==> config.mk <==
export PLATFORM = sky130hd
export DESIGN_NAME = qnigma_tx_sched
export DESIGN_NICKNAME = d
export VERILOG_FILES = /design/src/rtl/qnigma_tx_sched.sv
export SDC_FILE = /design/constraint.sdc
export NUM_CORES = 1
export LEC_CHECK = 0
export BUFFER_PORTS_ARGS = -buffer_cell sky130_fd_sc_hd__buf_2
export CAP_MARGIN = 20
export CORE_ASPECT_RATIO = 2
export CORE_MARGIN = 3
export CORE_UTILIZATION = 48
export DETAILED_ROUTE_END_ITERATION = 10
export GPL_ROUTABILITY_DRIVEN = 0
export MAX_ROUTING_LAYER = met4
export PLACE_DENSITY_LB_ADDON = 0.12
export SETUP_SLACK_MARGIN = 0.15
export SYNTH_ARGS = -nofsm -noshare
export SYNTH_HDL_FRONTEND = slang
export SYNTH_SLANG_ARGS = --single-unit
==> constraint.sdc <==
create_clock -name i_clk -period 2.7 [get_ports i_clk]
set_clock_uncertainty 0.1 [all_clocks]
set_input_delay 0.54 -clock i_clk [delete_from_list [all_inputs] [get_ports i_clk]]
set_output_delay 0.54 -clock i_clk [all_outputs]
set_load 0.05 [all_outputs]
==> src/rtl/qnigma_tx_sched.sv <==
// -----------------------------------------------------------------------------
// qnigma_tx_sched
//
// Transmit scheduler between the protocol engines (ICMP, TCP, DNS, ...) and the
// single shared packet transmitter. One pending requester is picked, receives a
// one-cycle accept, and the transmitter gets a one-cycle send pulse. The owner
// index stays on o_sel for the whole frame and after it, so the metadata mux
// stays stable. A tick_ms based watchdog releases the transmitter slot if a
// frame never completes.
//
// Arbitration: round-robin starting at the pointer. With PRIO0=1, requester 0
// wins whenever it is pending.
//
// Optional feature (macro QNIGMA_TX_SCHED_STATS_EN):
//   defined   : o_stat_grants holds per-requester grant counts (16 bits each)
//               and o_stat_tmo holds the timeout count. Both saturate at 0xFFFF.
//   undefined : both ports exist and are tied to zero.
//
// Ports:
//   i_clk          system clock
//   i_rst          synchronous active-high reset
//   i_tick_ms      one-cycle pulse every millisecond
//   i_tx_pend[N]   per-requester frame-ready level, held until accepted
//   o_tx_acpt[N]   one-hot, one-cycle accept to the granted requester
//   o_tx_done[N]   transmitter tx_done routed to the current owner only
//   o_send         one-cycle start pulse to the transmitter
//   o_sel          index of the current/last owner
//   i_tx_busy      transmitter busy
//   i_tx_done      transmitter frame-complete pulse
//   o_tmo          one-cycle pulse on watchdog expiry
//   o_stat_grants  N x 16 grant counters (requester i at bits [16*i +: 16])
//   o_stat_tmo     16-bit timeout counter
// -----------------------------------------------------------------------------
module qnigma_tx_sched #(
    parameter int  N     = 3,
    parameter bit  PRIO0 = 1'b1,
    parameter int  TO_MS = 10,
    localparam int SW    = (N > 1) ? $clog2(N) : 1
) (
    input  logic            i_clk,
    input  logic            i_rst,
    input  logic            i_tick_ms,
    input  logic [N-1:0]    i_tx_pend,
    output logic [N-1:0]    o_tx_acpt,
    output logic [N-1:0]    o_tx_done,
    output logic            o_send,
    output logic [SW-1:0]   o_sel,
    input  logic            i_tx_busy,
    input  logic            i_tx_done,
    output logic            o_tmo,
    output logic [N*16-1:0] o_stat_grants,
    output logic [15:0]     o_stat_tmo
);

    typedef enum logic [1:0] {
        S_IDLE,
        S_WAIT_BUSY,
        S_WAIT_DONE
    } state_t;

    state_t        r_state;
    logic [SW-1:0] r_ptr;
    logic [7:0]    r_wd;

    logic [SW-1:0] w_win;
    logic          w_found;
    logic          w_grant;
    logic          w_expire;
    logic          w_tmo_evt;
    logic [7:0]    w_wd_inc;
    logic [SW-1:0] w_next_ptr;

    // Winner selection: optional strict priority for slot 0, otherwise the
    // first pending requester at or after the pointer, wrapping modulo N.
    always_comb begin
        int idx;
        // NOTE: every variable gets a default before any branch, so no latch is inferred.
        idx     = 0;
        w_win   = r_ptr;
        w_found = 1'b0;
        if (PRIO0 && i_tx_pend[0]) begin
            w_win   = '0;
            w_found = 1'b1;
        end else begin
            for (int i = 0; i < N; i++) begin
                idx = int'(r_ptr) + i;
                if (idx >= N) idx = idx - N;
                if (!w_found && i_tx_pend[idx]) begin
                    w_win   = SW'(idx);
                    w_found = 1'b1;
                end
            end
        end
    end

    assign w_grant    = (r_state == S_IDLE) && !i_tx_busy && (|i_tx_pend);
    assign w_wd_inc   = r_wd + 8'd1;
    assign w_expire   = i_tick_ms && (w_wd_inc == 8'(TO_MS));
    // A completion in the expiry cycle wins; the watchdog stays silent then.
    assign w_tmo_evt  = (r_state != S_IDLE) && !i_tx_done && w_expire;
    assign w_next_ptr = (o_sel == SW'(N - 1)) ? '0 : o_sel + SW'(1);

    // Completion is routed combinationally to the owner while a frame is open;
    // a stray tx_done in IDLE never reaches any requester.
    always_comb begin
        o_tx_done = '0;
        if ((r_state != S_IDLE) && i_tx_done) o_tx_done[o_sel] = 1'b1;
    end

    // WAIT_BUSY and WAIT_DONE react identically to tx_done and the watchdog,
    // which covers short frames whose tx_done arrives before busy is seen.
    always_ff @(posedge i_clk) begin
        if (i_rst) begin
            r_state   <= S_IDLE;
            r_ptr     <= '0;
            r_wd      <= '0;
            o_send    <= 1'b0;
            o_tx_acpt <= '0;
            o_sel     <= '0;
            o_tmo     <= 1'b0;
        end else begin
            // NOTE: sequential state uses non-blocking assignments only, so every
            // read in this block sees the pre-edge value.
            o_send    <= 1'b0;
            o_tx_acpt <= '0;
            o_tmo     <= 1'b0;
            case (r_state)
                S_IDLE: begin
                    if (w_grant) begin
                        o_send    <= 1'b1;
                        o_tx_acpt <= N'(1) << w_win;
                        o_sel     <= w_win;
                        r_wd      <= '0;
                        r_state   <= S_WAIT_BUSY;
                    end
                end
                S_WAIT_BUSY, S_WAIT_DONE: begin
                    if (i_tx_done) begin
                        r_ptr   <= w_next_ptr;
                        r_state <= S_IDLE;
                    end else if (w_tmo_evt) begin
                        o_tmo   <= 1'b1;
                        r_ptr   <= w_next_ptr;
                        r_state <= S_IDLE;
                    end else begin
                        if (i_tick_ms) r_wd <= w_wd_inc;
                        if ((r_state == S_WAIT_BUSY) && i_tx_busy) r_state <= S_WAIT_DONE;
                    end
                end
                default: r_state <= S_IDLE;
            endcase
        end
    end

`ifdef QNIGMA_TX_SCHED_STATS_EN
    logic [15:0] r_grants [N];
    logic [15:0] r_tmo_cnt;

    // NOTE: this small counter array is reset explicitly because the counts
    // must read zero after rst; it is registers, not a RAM.
    always_ff @(posedge i_clk) begin
        if (i_rst) begin
            for (int i = 0; i < N; i++) r_grants[i] <= '0;
            r_tmo_cnt <= '0;
        end else begin
            if (w_grant && (r_grants[w_win] != 16'hFFFF))
                r_grants[w_win] <= r_grants[w_win] + 16'd1;
            if (w_tmo_evt && (r_tmo_cnt != 16'hFFFF))
                r_tmo_cnt <= r_tmo_cnt + 16'd1;
        end
    end

    always_comb begin
        o_stat_grants = '0;
        for (int i = 0; i < N; i++) o_stat_grants[i*16 +: 16] = r_grants[i];
    end
    assign o_stat_tmo = r_tmo_cnt;
`else
    assign o_stat_grants = '0;
    assign o_stat_tmo    = '0;
`endif

endmodule
Word level (Yosys, flattened, before mapping) --
Index checks and enable logic that the tools add are counted. Widths: inputs -> output; s select.
Storage, ports and cells: word-level logic and storage cells 103, bits in registers 19
Operators by class: mux-type cells 41, shift operators 1, $lt $le $gt $ge 8, equality and inequality tests 9, bitwise gates (word level) 3, reductions and logical operators 27, add/subtract/negate cells 7
Operators by type and width (number):
- $mux 32 | 6
- $lt 32x4->1 const B | 3
- $mux 8 | 4
- $mux 2 | 11
- $pmux 8 s2 | 1
- $mux 1 | 13
- $logic_and 1x1->1 | 10
- $reduce_or 3->1 | 3
- $add 8x1->8 const B | 1
- $eq 8x4->1 const B | 1
- $ne 2x2->1 const B | 4
- $sub 3x2->4 const B | 2
- $bmux 1 s2 | 3
- $ge 3x2->1 const B | 2
- $reduce_and 2->1 | 3
- $reduce_bool 2->1 | 3
- $reduce_and 5->1 | 1
- $eq 2x2->1 const B | 2
- $logic_not 1->1 | 4
- $ne 4x4->1 const B | 1
- $pmux 2 s2 | 1
- $reduce_or 2->1 | 2
- $add 2x1->3 const B | 1
- $add 2x2->3 const B | 1
- other kinds (11) | 13

Longest topological paths before layout --
Gate-level depths: netlist of run 1.
word-level depth 17, mapped depth 8, gate-level depth less buffers 7

Worst setup path after synthesis of run 1 --
OpenSTA, ideal clock, no wires.
path kind reg2out, start point register r_state[0], end point output o_tx_done[2], path slack 0.057 ns, cell stages (with the launch flop) 5, arrival time 2.003 ns, cells stage by stage dfxtp_1 -> inv_1 -> ha_1 -> nand2b_1 -> nor3b_1
On the way: longest elaborated chain between the ends 3
RTL lines:
- from (decl) | RTL line 61 | state_t r_state;
- from (signal assigned) | RTL line 114 | r_state <= S_IDLE;
- from (signal assigned) | RTL line 134 | r_state <= S_WAIT_BUSY;
- from (signal assigned) | RTL line 140 | r_state <= S_IDLE;
- $reduce_bool 2->1 | RTL line 107 | if ((r_state != S_IDLE) && i_tx_done) o_tx_done[o_sel] = 1'b1;
- $logic_and 1x1->1 | RTL line 107
- $mux 3 | RTL line 107
- to (decl) | RTL line 45 | output logic [N-1:0] o_tx_done,
No other way between the ends.

Final worst setup path of run 1 --
start point register r_state[1], end point output o_tx_done[2]
Same word-level chain as after synthesis.

==> flow_summary_export.csv, run 1 <==
group,metric,value,unit
logic_synthesis,yosys_most_used_dff,"dfxtp_1",
critical_path,critical_path.max_fanout,7,
logic_synthesis,synth_area_leaders,"buf_4, dfxtp_1, ha_1",
route,vias,1416,
placement,io_buffers,17,
timing,post-route-min-period,2339,ps
floorplanning,core_area,3646,sq um
logic_synthesis,yosysTopAreaCell,"buf_4",
route,vias_per_cell,4.917,
critical_path,endpoint_kind,"output port",
global_routing,grt_pass1_vias,1292,
clocking,clk_latency,260,ps
clocking,postCtsSetupBuffers,0,
power,finalPower,925.0,uW
clocking,cts_buffers,3,
logic_synthesis,async_reset_ff_share,0,%
floorplanning,die_x,49.55,microns
cells_and_area,nNetsFinal,256,
logic_synthesis,post-synth-top-count-cell,"buf_4",
clocking,htree_levels,1,
power,p_leak,0.7979,nW
clocking,clock-root-buffer,"clkbuf_8",
hold_path,min_to,"r_wd[7]",
hold_path,worstHoldStart,"r_wd[7]",
logic_synthesis,syn_inst,225,
cells_and_area,multi_input_area,1116,sq um
critical_path,worst-setup-path-type,"flip-flop to output port",
route,ant_nets,0,
timing,fmax,427.5,MHz
clocking,cts.clk_slew.worst_paths,80,ps
hold_path,hold_path_depth,2,
timing,hold_viol,0,
logic_synthesis,synth_warnings,0,
timing,slew_viol_final,0,
critical_path,required,2060,ps
route,drtIter0Drc,21,
route,remaining_drc_errors,0,
run_status,status,"finished, final reports clean",
critical_path,crit_path_start_kind,"flip-flop",
logic_synthesis,synth_cell_type_count,52,
cells_and_area,nFillCells,418,
power,ir_drop,266.8,uV
clocking,cts_buffer_depth,2,
timing,rsz0062_at_grt,"false",
cells_and_area,areaGrowthSynthToFinish,-3.917,%
cells_and_area,drive_gt1_share,14.64,%
floorplanning,rows,31,
global_routing,grt_max_degree,17,
critical_path,cp.arrival,1700,ps
logic_synthesis,synth_edf_count,0,
logic_synthesis,synth.top_cell.area_share,26.39,%
cells_and_area,antennaDiodeCount,0,
global_routing,grt_antenna_before_repair,0,
floorplanning,floorplan.initialDensity,49.93,%
clocking,hold_buffers,0,
logic_synthesis,synth_seq_cells,19,
logic_synthesis,synthesis.area,1820,sq um
power,p_per_area,528.8,nW/um^2
critical_path,r2r_slack,440,ps
cells_and_area,regArea,380.4,sq um
critical_path,r2r-end,"r_ptr[1]",
route,wl_per_cell,12.99,microns
logic_synthesis,ys_top_cells_by_count,"buf_4, dfxtp_1, inv_1",
timing,period_share,86.64,%
floorplanning,die_area,4612,sq um
logic_synthesis,postSynthAreaPerCell,8.091,sq um
route,dr.pass1.iters,4,
global_routing,grt.overflow.total,0,
cells_and_area,fin_util,47.98,%
route,wirelength,3742,microns
logic_synthesis,yosysSeqAreaShare,20.89,%
floorplanning,die_h,93.10,microns
critical_path,cp-startpoint,"r_state[1]",
timing,setup_tns,0,ps
critical_path,rr_worst_depth,7,
clocking,cts_tree,"yes",
run,drv_cap,0,
global_routing,grtUsageTotal,17.14,%
critical_path,rr_startpoint,"r_state[1]",
placement,dp.final_hpwl,3065,microns
hold_path,hp-class,"flip-flop to flip-flop",
timing,setup_violations,0,
floorplanning,pin_count,82,
clocking,ctsResizeCount,0,
clocking,cts_sinks,19,
global_routing,grt_pass1_wl,5975,microns
[area by class of cell]
type                       count  area share, %
timing repair buffer          18          5.293
clock buffer                   3          2.361
sequential                    19          21.75
inverter                      14          3.004
multi-input combinational    184          63.81
tap                           49          3.505
clock inverter                 1         0.2861
[registers in the layout (all words and copies together), names as in the netlist]
register and flops:
o_sel 2, o_send 1, o_tmo 1, o_tx_acpt 3, r_ptr 2, r_state 2, r_wd 8
[kinds of logic (layout without fill, tap and decap cells)]
logic type	after synthesis	after routing	share of synthesized area, %
AOI/OAI and AO/OA	45	45	17.87
xor gates and xnor gates	3	3	1.444
adders and majority gates	8	8	5.499
buffers and inverters	85	36	31.07
DFF	19	19	20.89
muxes	7	7	4.261
other	1	64	0.2060
and+or+nand+nor	57	57	18.76
[routing by layer]
layer  global-route usage, %  share of wire, %  wire [microns]
met1                   15.33                34            1265
met2                   31.53                55            2075
met3                   2.552               6.3             235
met4                   12.47               4.4             166
met5                       -                 0               0
[per-stage QoR]
stage	cell area [sq um]	std cells	setup slack [ps]	hold slack, ps
floorplan	2062	288	164.1	381.8
global placement	1703	284	474.5	419.9
detailed placement	1703	284	468.7	418.7
CTS	1749	288	371.4	439.0
global route	1749	288	232.3	484.8
finish	1749	288	360.8	427.8
[worst max path at each step]
stage | end | slack (ps) | depth (start not counted)
2_1_floorplan | o_tx_done[0] | 160 | 4
3_3_place_gp | r_ptr[0] | 470 | 7
3_5_place_dp | r_ptr[1] | 470 | 7
4_1_cts | o_tx_done[2] | 370 | 5
5_1_grt | o_tx_done[2] | 230 | 5
6_report | o_tx_done[2] | 360 | 5
[where the power goes]
part | switching, mW | leakage [nW] | total (mW) | internal [mW]
Combinational | 0.336 | 0.618 | 0.411 | 0.0749
Clock | 0.106 | 0.0255 | 0.209 | 0.103
Sequential | 0.0123 | 0.154 | 0.305 | 0.293
Total | 0.454 | 0.798 | 0.925 | 0.470
[cell usage in the layout (no fill, tap or decap), drive strengths merged, types with 2 or more instances in the layout]
| cell type | n |
|---|---|
| a31o | 2 |
| a211oi | 4 |
| buf | 18 |
| o21ai | 8 |
| nand4 | 2 |
| o2111ai | 2 |
| o31ai | 2 |
| nor2 | 11 |
| conb | 64 |
| nor2b | 4 |
| a21oi | 8 |
| and3 | 2 |
| or4 | 3 |
| nand3 | 6 |
| o21a | 2 |
| clkbuf | 3 |
| or2 | 2 |
| nand2 | 5 |
| o32ai | 5 |
| xnor2 | 2 |
| nor4 | 3 |
| inv | 14 |
| ha | 8 |
| dfxtp | 19 |
| and2 | 2 |
| mux2 | 6 |
| a31oi | 3 |
| nand2b | 4 |
| nor3 | 6 |
[worst max-delay path, cell delays in order (launching register included)]
cell	delay (ps)
dfxtp_1	390
inv_1	100
ha_1	270
nand2b_1	230
nor3b_2	180
buf_2	280
Note: power is estimated with default switching activity, not from simulation.
==> run 2, diff against run 1 <==
Settings changed: BUFFER_PORTS_ARGS -buffer_cell sky130_fd_sc_hd__buf_2 to -buffer_cell sky130_fd_sc_hd__clkbuf_2, GPL_TIMING_DRIVEN set to 0.
==> run 2 against run 1 <==
  * Sequential power is essentially flat
  * Final area rose by 28%
  * Setup slack worse by 66 ps
  * Clock power shrank 4%
  * Sequential share of layout area fell by 4.8 points
  * Global-route usage fell by 0.22 points
  * Die area unchanged
  * Largest cell class unchanged
==> flow_summary_export.csv, run 2 (synthesis results as in run 1) <==
group,metric,value,unit
timing,hold_viol,0,
clocking,clock-root-buffer,"clkbuf_8",
global_routing,grtUsageTotal,16.92,%
timing,worst_slack,295.2,ps
global_routing,grt.overflow.total,0,
clocking,cts_tree,"yes",
timing,period_share,89.07,%
clocking,clk_latency,260,ps
cells_and_area,largest_register_ffs,8,
cells_and_area,final_cells,356,
timing,fmax,415.8,MHz
placement,place_area,2198,sq um
cells_and_area,fin_util,61.56,%
global_routing,grt_pass1_wl,6044,microns
timing,post-route-min-period,2405,ps
clocking,cts_sinks,19,
floorplanning,die_h,93.10,microns
floorplanning,rows,31,
floorplanning,core_area,3646,sq um
route,wirelength,3802,microns
placement,place_inst,352,
cells_and_area,antennaDiodeCount,0,
cells_and_area,nFillCells,381,
route,vias,1607,
floorplanning,die_x,49.55,microns
timing,setup_violations,0,
placement,dp.final_hpwl,3211,microns
clocking,cts.clk_slew.worst_paths,70,ps
power,p_leak,1.153,nW
timing,whs,413.7,ps
run,drv_cap,0,
critical_path,endpoint_kind,"flip-flop",
clocking,cts_buffer_depth,2,
global_routing,grt_antenna_before_repair,0,
floorplanning,die_area,4612,sq um
placement,io_buffers,15,
cells_and_area,nNetsFinal,324,
cells_and_area,layout_common_cells,"buf_4, conb_1, dfxtp_1",
clocking,ctsResizeCount,0,
floorplanning,floorplan.initialDensity,49.93,%
global_routing,grt_pass1_vias,1471,
placement,post-place-ws,293.3,ps
cells_and_area,drive_gt1_share,32.90,%
critical_path,worst-setup-path-type,"flip-flop to flip-flop",
timing,rsz0062_at_grt,"false",
critical_path,crit_path_start_kind,"flip-flop",
cells_and_area,reg.largest.list,"r_wd (8), o_tx_acpt (3)",
critical_path,critical_path.max_fanout,8,
cells_and_area,largest_register,"r_wd",
timing,setup_tns,0,ps
clocking,htree_levels,1,
critical_path,cp.arrival,2510,ps
cells_and_area,areaGrowthSynthToFinish,23.30,%
critical_path,r2r_slack,300,ps
cells_and_area,finalInstanceArea,2245,sq um
critical_path,required,2800,ps
power,p_per_area,438.4,nW/um^2
clocking,postCtsSetupBuffers,0,
route,remaining_drc_errors,0,
run_status,status,"finished, final reports clean",
route,vias_per_cell,4.514,
clocking,cts_buffers,3,
power,ir_drop,259.0,uV
power,finalPower,984.0,uW
route,wl_per_cell,10.68,microns
route,ant_nets,0,
route,dr.pass1.iters,4,
floorplanning,pin_count,82,
global_routing,grt_max_degree,12,
route,drtIter0Drc,13,
timing,slew_viol_final,0,
hold_path,hp-class,"flip-flop to flip-flop",
clocking,hold_buffers,0,
-- run 2: cell type report --
class | instances | area (sq um) | area share (%)
flip-flops and latches | 19 | 380.4 | 16.95
clock buffers | 3 | 41.29 | 1.839
repair buffers | 15 | 75.07 | 3.344
plain buffers | 71 | 513.0 | 22.85
well taps | 49 | 61.31 | 2.731
inverters | 14 | 52.55 | 2.341
clock inverters | 1 | 5.005 | 0.2230
multi-input cells | 184 | 1116 | 49.72
-- run 2: final timing paths --
path,startpoint,end,depth (start not counted)
worst max-delay path,r_ptr[0],o_sel[1],8
worst min-delay path,r_wd[7],r_wd[7],2
worst max register to register,r_ptr[0],o_sel[1],8
worst min register to register,r_wd[7],r_wd[7],2
-- run 2: where the power goes --
part           leakage, nW  total [mW]  switching (mW)  internal (mW)
clock               0.0255       0.200          0.0977          0.103
combinational        0.974       0.478           0.342          0.135
sequential           0.154       0.306          0.0129          0.293
-- run 2: worst max-delay path, stage by stage, from the launching register on --
cell and delay, ps:
dfxtp_1 400, inv_1 80, ha_1 270, clkbuf_1 260, mux2_2 370, a31oi_1 160, o32ai_1 130, a221oi_2 370
a22o_1 200
-- run 2: per-layer routing --
metal	global-route usage (%)	routed length (microns)	up-vias
met5	-	0	-
met4	8.776	100	0
met3	2.233	217	9
met2	34.51	2206	53
met1	13.81	1276	717
li1	-	-	828
==> run 3, diff against run 2 <==
Settings changed: ABC_AREA set to 1.
==> run 3 against run 2 <==
  * Sequential share of layout area is essentially flat
  * Final area shrank 0.28%
  * Via count grew 4.0%
  * Utilization grew 2.6 points
  * Clock power is essentially flat
  * Register-to-register slack gained 220 ps
  * Largest power group unchanged
==> flow_summary_export.csv, run 3 <==
group,metric,value,unit
logic_synthesis,synth_warnings,0,
clocking,htree_levels,1,
placement,io_buffers,17,
timing,period_share,83.85,%
logic_synthesis,synth_seq_cells,19,
cells_and_area,final_cells,411,
floorplanning,die_h,92.74,microns
critical_path,cp.arrival,1620,ps
run,drv_cap,0,
timing,hold_viol,0,
placement,place_inst,407,
power,power_frac_seq,24.1,%
critical_path,critical_path.max_fanout,4,
clocking,clk_latency,260,ps
timing,post-route-min-period,2264,ps
clocking,cts_buffer_depth,2,
global_routing,grtUsageTotal,16.99,%
timing,setup_tns,0,ps
clocking,cts_buffers,3,
cells_and_area,areaGrowthSynthToFinish,23.98,%
logic_synthesis,yosys_most_used_dff,"dfxtp_1",
critical_path,cp-startpoint,"r_state[0]",
cells_and_area,finalInstanceArea,2238,sq um
global_routing,grt.overflow.total,0,
placement,place_area,2192,sq um
power,p_int,824.3,uW
route,drtIter0Drc,38,
critical_path,required,2060,ps
cells_and_area,largest_register_ffs,8,
power,switching_share,53.89,%
route,dr.pass1.iters,4,
clocking,cts_tree,"yes",
route,routedLengthMet1,1189,microns
route,vias_per_cell,4.066,
logic_synthesis,synth_edf_count,0,
timing,worst_slack,436.1,ps
hold_path,hp-class,"flip-flop to flip-flop",
logic_synthesis,synthesis.area,1805,sq um
logic_synthesis,async_reset_ff_share,0,%
logic_synthesis,postSynthAreaPerCell,6.471,sq um
cells_and_area,reg.largest.list,"r_wd (8), o_tx_acpt (3)",
route,wirelength,3690,microns
critical_path,crit_path_start_kind,"flip-flop",
critical_path,worst-setup-path-type,"flip-flop to output port",
floorplanning,pin_count,82,
timing,setup_violations,0,
hold_path,worstHoldStart,"r_ptr[0]",
global_routing,grt_max_degree,12,
run_status,status,"finished, final reports clean",
cells_and_area,antennaDiodeCount,0,
logic_synthesis,post-synth-top-count-cell,"buf_4",
power,p_comb_share,64.9,%
route,met2_length,2194,microns
clocking,cts.clk_slew.worst_paths,70,ps
power,ir_drop,510.1,uV
clocking,hold_buffers,0,
power,p_leak,1.296,nW
cells_and_area,largest_register,"r_wd",
logic_synthesis,synth.top_cell.area_share,26.61,%
global_routing,grt_pass1_wl,5989,microns
route,ant_nets,0,
route,vias,1671,
timing,fmax,441.7,MHz
route,remaining_drc_errors,0,
clocking,postCtsSetupBuffers,0,
cells_and_area,fin_util,64.12,%
floorplanning,die_area,4578,sq um
critical_path,rr_startpoint,"r_ptr[0]",
clocking,cts_sinks,19,
logic_synthesis,ys_top_cells_by_count,"buf_4, nand2_1, nor2_1",
timing,slew_viol_final,0,
floorplanning,floorplan.initialDensity,51.72,%
route,wl_per_cell,8.978,microns
cells_and_area,layout_common_cells,"buf_4, conb_1, nand2_1",
logic_synthesis,synth_area_leaders,"buf_4, dfxtp_1, nand2_1",
power,p_per_area,798.5,nW/um^2
logic_synthesis,synth_cell_type_count,25,
floorplanning,core_area,3491,sq um
cells_and_area,nNetsFinal,380,
route,route.met3.wl,195,microns
clocking,clock-root-buffer,"clkbuf_8",
clocking,ctsResizeCount,0,
critical_path,endpoint_kind,"output port",
floorplanning,die_x,49.37,microns
timing,rsz0062_at_grt,"false",
global_routing,grt_antenna_before_repair,0,
cells_and_area,drive_gt1_share,27.55,%
placement,post-place-ws,418.7,ps
power,pwr-share-clk,11.1,%
global_routing,grt_pass1_vias,1485,
route,dr.max_layer_used,"met4",
logic_synthesis,yosysSeqAreaShare,21.07,%
logic_synthesis,syn_inst,279,
logic_synthesis,yosysTopAreaCell,"buf_4",
floorplanning,rows,30,
placement,dp.final_hpwl,3219,microns
power,power_switching,963.2,uW
run 3: cell count changes in the layout (fill, tap and decap cells not counted), sizes merged, moves of 3 or more:
| cell | before | now |
|---|---|---|
| nand3 | 6 | 24 |
| nand2 | 5 | 61 |
| a211oi | 4 | 0 |
| or4 | 3 | 0 |
| inv | 14 | 30 |
| nor2 | 11 | 39 |
| mux2 | 6 | 0 |
| buf | 68 | 65 |
| nor4 | 3 | 0 |
| nand2b | 4 | 0 |
| a21oi | 8 | 5 |
| o32ai | 5 | 0 |
| nor2b | 4 | 0 |
run 3: path summary, 6_finish.rpt:
check | end | slack, ps | cells after the start
worst min register to register | r_ptr[0] | 400 | 2
worst max-delay path | o_tx_done[0] | 440 | 6
worst min-delay path | r_ptr[0] | 400 | 2
worst max register to register | o_tx_acpt[1] | 520 | 11
run 3: kinds of logic after synthesis:
| kind of cell | share of synthesized area [%] |
|---|---|
| AO/OA/AOI/OAI | 5.405 |
| XOR/XNOR | 0.4852 |
| adder cells (fa/ha/maj) | 5.544 |
| buffers and inverters | 34.10 |
| flip-flops | 21.07 |
| other | 0.2077 |
| AND/OR/NAND/NOR | 33.19 |
run 3: metrics by stage:
stage	power [mW]	hold WS, ps
after floorplan	1.403	350.8
after global placement	1.580	372.6
after global routing	1.945	420.8
after detailed placement	1.591	388.5
after CTS	1.793	398.2
final	1.787	399.0
run 3: power groups by stage:
stage | Combinational (mW) | Sequential (mW) | Clock [mW]
floorplan | 0.927 | 0.477 | 0
global placement | 1.15 | 0.435 | 0
detailed placement | 1.15 | 0.437 | 0
CTS | 1.16 | 0.431 | 0.204
global route | 1.29 | 0.442 | 0.211
finish | 1.16 | 0.430 | 0.198
run 3: layout make-up:
cell class | instances | area [sq um]
clock buffer | 3 | 41.29
sequential | 19 | 380.4
timing repair buffer | 17 | 85.08
multi-input combinational | 225 | 1051
tap | 48 | 60.06
buffer | 67 | 499.2
clock inverter | 1 | 5.005
fill | 366 | 1252
inverter | 31 | 116.4
run 3: critical path, stage by stage (launching register included):
cell and delay [ps]:
dfxtp_1 380, inv_1 90, ha_1 240, inv_1 90, nand2_1 110, nor3_1 160
clkbuf_2 300
run 3: routing by layer:
| layer | vias to the layer above | GRT usage, % |
|---|---|---|
| met4 | 0 | 10.69 |
| met5 | - | - |
| met1 | 706 | 13.38 |
| met2 | 54 | 34.64 |
| li1 | 903 | - |
| met3 | 8 | 1.771 |
